`config.mk`:
```
export PLATFORM = sky130hd
export DESIGN_NAME = uart_cmd_ctrl
export DESIGN_NICKNAME = d
export VERILOG_FILES = /design/src/rtl/uart_cmd_ctrl.sv
export SDC_FILE = /design/constraint.sdc
export NUM_CORES = 1
export LEC_CHECK = 0
export BUFFER_PORTS_ARGS = -buffer_cell sky130_fd_sc_hd__buf_4
export CORE_MARGIN = 4
export CORE_UTILIZATION = 26
export DETAILED_ROUTE_END_ITERATION = 7
export PLACE_DENSITY = 0.44
export SLEW_MARGIN = 20
export SYNTH_ARGS = -nofsm -noshare
export SYNTH_HDL_FRONTEND = slang
export SYNTH_SLANG_ARGS = --single-unit
```
`constraint.sdc`:
```
create_clock -name clk -period 2.5 [get_ports clk]
set_clock_uncertainty 0.2 [all_clocks]
set_input_delay 0.625 -clock clk [delete_from_list [all_inputs] [get_ports clk]]
set_output_delay 0.625 -clock clk [all_outputs]
set_load 0.02 [all_outputs]
```
`src/rtl/uart_cmd_ctrl.sv`:
```
// ASCII command front-end: parses "wAADD" / "rAA" hex commands from a UART byte
// stream, drives a simple register bus and sends a short ASCII reply.
module uart_cmd_ctrl #(
  parameter int CLK_FREQ       = 50000000,
  parameter int TIMEOUT_CYCLES = CLK_FREQ / 10
) (
  input  logic       clk,
  input  logic       rst_n,
  input  logic [7:0] rx_data,
  input  logic       rx_valid,
  output logic [7:0] tx_data,
  output logic       tx_start,
  input  logic       tx_busy,
  output logic [7:0] reg_addr,
  output logic [7:0] reg_wdata,
  output logic       reg_we,
  output logic       reg_re,
  input  logic [7:0] reg_rdata,
  output logic       cmd_busy,
  output logic       err,
  output logic [3:0] dbg_state
);

  typedef enum logic [3:0] {
    IDLE, ADDR_HI, ADDR_LO, DATA_HI, DATA_LO, DO_WR, DO_RD, RD_WAIT,
    TX_LOAD, TX_GAP, TX_WAIT
  } state_t;

  localparam int CW = (TIMEOUT_CYCLES < 2) ? 1 : $clog2(TIMEOUT_CYCLES + 1);
  localparam logic [CW-1:0] TO_LAST = CW'(TIMEOUT_CYCLES - 1);

  // Handshake: rx_valid is a single-cycle strobe with no backpressure; bytes
  // that arrive while a command executes or a reply is sent are dropped.
  // tx_start is only raised when tx_busy is low, and tx_busy is ignored for
  // the one cycle after tx_start (TX_GAP) because the UART asserts it late.

  state_t          state_q, state_d;
  logic            is_wr_q, is_wr_d;
  logic [7:0]      addr_sh_q, addr_sh_d;
  logic [3:0]      data_hi_q, data_hi_d;
  logic [7:0]      reg_addr_q, reg_addr_d;
  logic [7:0]      reg_wdata_q, reg_wdata_d;
  logic [CW-1:0]   cnt_q, cnt_d;
  logic [3:0][7:0] resp_q, resp_d;
  logic [1:0]      resp_idx_q, resp_idx_d;
  logic [1:0]      resp_last_q, resp_last_d;
  logic            err_q, err_d;

  logic       hex_ok;
  logic [3:0] nib;
  logic       in_hex;
  logic       timeout;

  function automatic logic [4:0] hex_decode(input logic [7:0] c);
    if (c >= 8'h30 && c <= 8'h39)      hex_decode = {1'b1, c[3:0]};
    else if (c >= 8'h41 && c <= 8'h46) hex_decode = {1'b1, c[3:0] + 4'd9};
    else if (c >= 8'h61 && c <= 8'h66) hex_decode = {1'b1, c[3:0] + 4'd9};
    else                               hex_decode = 5'b0_0000;
  endfunction

  function automatic logic [7:0] nib_ascii(input logic [3:0] n);
    nib_ascii = (n < 4'd10) ? (8'h30 + {4'h0, n}) : (8'h37 + {4'h0, n});
  endfunction

  always_comb begin
    state_d     = state_q;
    is_wr_d     = is_wr_q;
    addr_sh_d   = addr_sh_q;
    data_hi_d   = data_hi_q;
    reg_addr_d  = reg_addr_q;
    reg_wdata_d = reg_wdata_q;
    resp_d      = resp_q;
    resp_idx_d  = resp_idx_q;
    resp_last_d = resp_last_q;
    err_d       = 1'b0;
    reg_we      = 1'b0;
    reg_re      = 1'b0;
    tx_start    = 1'b0;
    {hex_ok, nib} = hex_decode(rx_data);

    in_hex  = (state_q == ADDR_HI) || (state_q == ADDR_LO) ||
              (state_q == DATA_HI) || (state_q == DATA_LO);
    cnt_d   = (in_hex && !rx_valid) ? cnt_q + 1'b1 : '0;
    timeout = in_hex && !rx_valid && (cnt_q == TO_LAST);

    unique case (state_q)
      IDLE: begin
        if (rx_valid && (rx_data == 8'h77 || rx_data == 8'h72)) begin
          is_wr_d = (rx_data == 8'h77);
          state_d = ADDR_HI;
        end
      end
      ADDR_HI: begin
        if (rx_valid && hex_ok) begin
          addr_sh_d[7:4] = nib;
          state_d        = ADDR_LO;
        end
      end
      ADDR_LO: begin
        if (rx_valid && hex_ok) begin
          addr_sh_d[3:0] = nib;
          if (is_wr_q) begin
            state_d = DATA_HI;
          end else begin
            reg_addr_d = {addr_sh_q[7:4], nib};
            state_d    = DO_RD;
          end
        end
      end
      DATA_HI: begin
        if (rx_valid && hex_ok) begin
          data_hi_d = nib;
          state_d   = DATA_LO;
        end
      end
      DATA_LO: begin
        // Address/data commit only here so an aborted command leaves them intact.
        if (rx_valid && hex_ok) begin
          reg_addr_d  = addr_sh_q;
          reg_wdata_d = {data_hi_q, nib};
          state_d     = DO_WR;
        end
      end
      DO_WR: begin
        reg_we      = 1'b1;
        resp_d[0]   = 8'h4B;
        resp_d[1]   = 8'h0D;
        resp_d[2]   = 8'h0A;
        resp_d[3]   = 8'h00;
        resp_idx_d  = 2'd0;
        resp_last_d = 2'd2;
        state_d     = TX_LOAD;
      end
      DO_RD: begin
        reg_re  = 1'b1;
        state_d = RD_WAIT;
      end
      RD_WAIT: begin
        resp_d[0]   = nib_ascii(reg_rdata[7:4]);
        resp_d[1]   = nib_ascii(reg_rdata[3:0]);
        resp_d[2]   = 8'h0D;
        resp_d[3]   = 8'h0A;
        resp_idx_d  = 2'd0;
        resp_last_d = 2'd3;
        state_d     = TX_LOAD;
      end
      TX_LOAD: begin
        if (!tx_busy) begin
          tx_start = 1'b1;
          state_d  = TX_GAP;
        end
      end
      TX_GAP: state_d = TX_WAIT;
      TX_WAIT: begin
        if (!tx_busy) begin
          if (resp_idx_q == resp_last_q) begin
            state_d = IDLE;
          end else begin
            resp_idx_d = resp_idx_q + 2'd1;
            state_d    = TX_LOAD;
          end
        end
      end
      default: state_d = IDLE;
    endcase

    // Aborts override whatever the hex state decided above.
    if (in_hex && rx_valid && !hex_ok) begin
      err_d       = 1'b1;
      resp_d[0]   = 8'h3F;
      resp_d[1]   = 8'h0D;
      resp_d[2]   = 8'h0A;
      resp_d[3]   = 8'h00;
      resp_idx_d  = 2'd0;
      resp_last_d = 2'd2;
      addr_sh_d   = addr_sh_q;
      data_hi_d   = data_hi_q;
      reg_addr_d  = reg_addr_q;
      reg_wdata_d = reg_wdata_q;
      state_d     = TX_LOAD;
    end else if (timeout) begin
      err_d   = 1'b1;
      state_d = IDLE;
    end
  end

  always_ff @(posedge clk or negedge rst_n) begin
    if (!rst_n) begin
      state_q     <= IDLE;
      is_wr_q     <= 1'b0;
      addr_sh_q   <= 8'h00;
      data_hi_q   <= 4'h0;
      reg_addr_q  <= 8'h00;
      reg_wdata_q <= 8'h00;
      cnt_q       <= '0;
      resp_q      <= '0;
      resp_idx_q  <= 2'd0;
      resp_last_q <= 2'd0;
      err_q       <= 1'b0;
    end else begin
      state_q     <= state_d;
      is_wr_q     <= is_wr_d;
      addr_sh_q   <= addr_sh_d;
      data_hi_q   <= data_hi_d;
      reg_addr_q  <= reg_addr_d;
      reg_wdata_q <= reg_wdata_d;
      cnt_q       <= cnt_d;
      resp_q      <= resp_d;
      resp_idx_q  <= resp_idx_d;
      resp_last_q <= resp_last_d;
      err_q       <= err_d;
    end
  end

  assign tx_data   = resp_q[resp_idx_q];
  assign reg_addr  = reg_addr_q;
  assign reg_wdata = reg_wdata_q;
  assign err       = err_q;
  assign cmd_busy  = (state_q != IDLE);
  assign dbg_state = state_q;

endmodule

```
==> flow_summary_export.csv <==
group,metric,value,unit
layout,area_growth_syn_to_layout,29.6,%
timing,finalHoldViolations,0,
yosys,ys_types,56,
yosys,synth-edff-count,0,
layout,n_antenna_cell,0,
setup_path,start_kind,"input port",
timing,post-route-period-util,0.977,
clock_tree,cts_tree,"yes",
yosys,yosys.area.top_type,"dfrtp_1",
setup_path,path_max_fanout,6,
yosys,synth_flop_cell,"dfrtp_1",
timing,slew_viol_final,0,
worst_hold_path,hp-class,"register to register",
die,core.rowCount,44,
grt,grt_max_degree,52,
routing,wl_per_cell,14.6,um
yosys,synth.most_common_cell,"dfrtp_1",
grt,antenna_found_initial,0,
routing,drt-total-wl,9.74,mm
grt,met2_usage,0.190,
routing,drcViolationCount,0,
die,die_h,130,um
grt,grt_pass1_wl,16.0,mm
routing,first_pass_iters,4,
pwr,powerDensity,820,mW/mm^2
layout,drive_above_1_share,0.273,
die,io_pins,53,
timing,rsz0062_at_grt,"true",
timing,setup-tns-final,0,ns
yosys,synth_seq_area_share,0.489,
setup_path,crit_type,"input port to register",
clock_tree,htreeDepth,3,
routing,viasPerCell,4.68,
yosys,syn_area,0.00389,mm^2
die,die_width,130,um
clock_tree,clk_latency,0.34,ns
placed_design,gp_congestion,0.806,
yosys,syn_nets,428,
grt,overflow,0,
timing,whs,0.256,ns
yosys,yosysWarnings,0,
clock_tree,cts_buffers,9,
yosys,syn_avg_cell_area,9.73,um^2
pwr,max-vdd-ir-drop,318,uV
timing,fin_crit,2.44,ns
setup_path,critPathArrivalTime,2.51,ns
flow_run,maxCapViolCount,0,
setup_path,critPathRequiredTime,2.56,ns
yosys,synth_common_cells,"dfrtp_1 (76), nor2_1 (48), nand2_1 (43), o21ai_0 (28), a21oi_1 (22)",
yosys,ys_ff_latch,76,
clock_tree,clockRootBuffer,"clkbuf_16",
layout,fill_cells,1471,
pwr,p_leak,2.21,nW
clock_tree,clockBufferDepth,2,
grt,grt_pass1_vias,3068,
die,start_util,0.267,
clock_tree,clk_pin_slew,0.06,ns
timing,fmax,0.409,GHz
die,coreArea,0.0146,mm^2
placed_design,dpl.hpwl,7.31,mm
clock_tree,clock_sinks,76,
setup_path,cp-end-kind,"register",
yosys,syn_inst,400,
timing,setup_viol,0,
routing,drt_iter0_drc,165,
layout,layout.nets,508,
grt,use_met1,0.158,
placed_design,io_buffers,51,
grt,grt_use_met3,0.0372,
grt,busiest_layer,"met2",
run_status,outcome,"complete, no violations",
die,die_area,0.0170,mm^2
routing,vias,3124,
yosys,synth_top_area_share,0.489,
routing,antenna_left,0,
yosys,synth.area.top_cells,"dfrtp_1 (49%), nor2_1 (4.6%), nand2_1 (4.1%), o21ai_0 (3.6%), mux2_2 (3.5%)",
grt,gr-usage-all-layers,0.121,
yosys,async_flop_share,1.00,
-- power by group --
group	internal (W)	switching (W)
clock network	0.000848	0.000497
logic	0.000558	0.000737
registers	0.00138	0.000116
total	0.00279	0.00135
-- worst paths after layout --
kind                       depth (start not counted)  startpoint  slack (ns)            end
setup / recovery                                   7  rx_data[3]        0.06   dbg_state[1]
hold / removal                                     1    cnt_q[0]        0.26       cnt_q[0]
setup reg to reg                                   6   cnt_q[12]        0.36   dbg_state[2]
hold reg to reg                                    1    cnt_q[0]        0.26       cnt_q[0]
max in group asynchronous                          3       rst_n        0.94  resp_idx_q[0]
min in group asynchronous                          2       rst_n        0.54   reg_wdata[0]
-- worst max-delay path: stages --
cell,delay [ns]
buf_4,0.11
or3b_4,0.42
or4_4,0.58
nand2b_4,0.13
o2111ai_4,0.14
or3b_1,0.37
a31oi_1,0.12
-- layout make-up --
| cell class | instances | area [um^2] | area share |
|---|---|---|---|
| Sequential cell | 76 | 1900 | 0.378 |
| Inverter | 13 | 48.8 | 0.00968 |
| Timing Repair Buffer | 84 | 646 | 0.128 |
| Tap cell | 184 | 230 | 0.0456 |
| Multi-Input combinational cell | 296 | 1900 | 0.377 |
| Clock inverter | 3 | 45.0 | 0.00893 |
| Clock buffer | 12 | 267 | 0.0528 |
-- per-stage QoR --
step	std cells	setup slack [ns]	instance area, um^2	total power (W)	util
3_5_place_dp	652	-0.328	4710	0.00283	0.323
6_report	668	0.0568	5040	0.00414	0.346
5_1_grt	668	-0.0165	5040	0.00440	0.346
2_1_floorplan	400	-0.0884	3930	0.00227	-
3_3_place_gp	652	-0.310	4710	0.00282	0.323
4_1_cts	668	0.0179	5030	0.00422	0.345
-- routing by layer --
metal | vias up | wire length (um)
li1 | 1550 | -
met5 | - | 0
met2 | 40 | 4740
met3 | 13 | 371
met1 | 1521 | 4490
met4 | 0 | 139
-- layout by cell type, fill, tap and decap left out, drive strengths merged, types with 4 or more instances in the layout --
| cell | count |
|---|---|
| xnor2 | 8 |
| nand2 | 43 |
| a31oi | 4 |
| inv | 13 |
| and3 | 5 |
| buf | 83 |
| or3 | 6 |
| nor2 | 48 |
| xor2 | 14 |
| o31ai | 5 |
| mux2i | 6 |
| nand4 | 6 |
| nor2b | 7 |
| a21oi | 22 |
| nor3 | 4 |
| nand3 | 18 |
| dfrtp | 76 |
| nand2b | 8 |
| and2 | 4 |
| o21ai | 30 |
| ha | 8 |
| clkbuf | 12 |
| mux2 | 12 |
-- repair_timing --
action / 4_1_cts / 5_1_grt
endpoints found under the hold margin: 8 / 0
hold buffers: 1 / 0
gates resized for setup: 0 / 5
setup buffers: 0 / 0
setup endpoints to repair: 0 / 5
-- flip-flops by register name, indices dropped and copies added, names as in the netlist --
register	flops
cnt_q	23
resp_q	16
addr_sh_q	8
reg_addr	8
reg_wdata	8
data_hi_q	4
dbg_state	4
resp_idx_q	2
err	1
is_wr_q	1
resp_last_q	1
-- cell families (layout without fill, tap and decap cells) --
family                   Yosys count  count (layout)  synth area share
adder cells (fa/ha/maj)            8               8            0.0257
AND/OR/NAND/NOR                  168             168             0.220
multiplexers                      20              20            0.0617
AO/OA/AOI/OAI                     77              77             0.122
other                              1               1          0.000963
flip-flops                        76              76             0.489
XOR/XNOR                          22              22            0.0495
buffers and inverters             28             112            0.0315
Note: power is estimated with default switching activity, not from simulation.
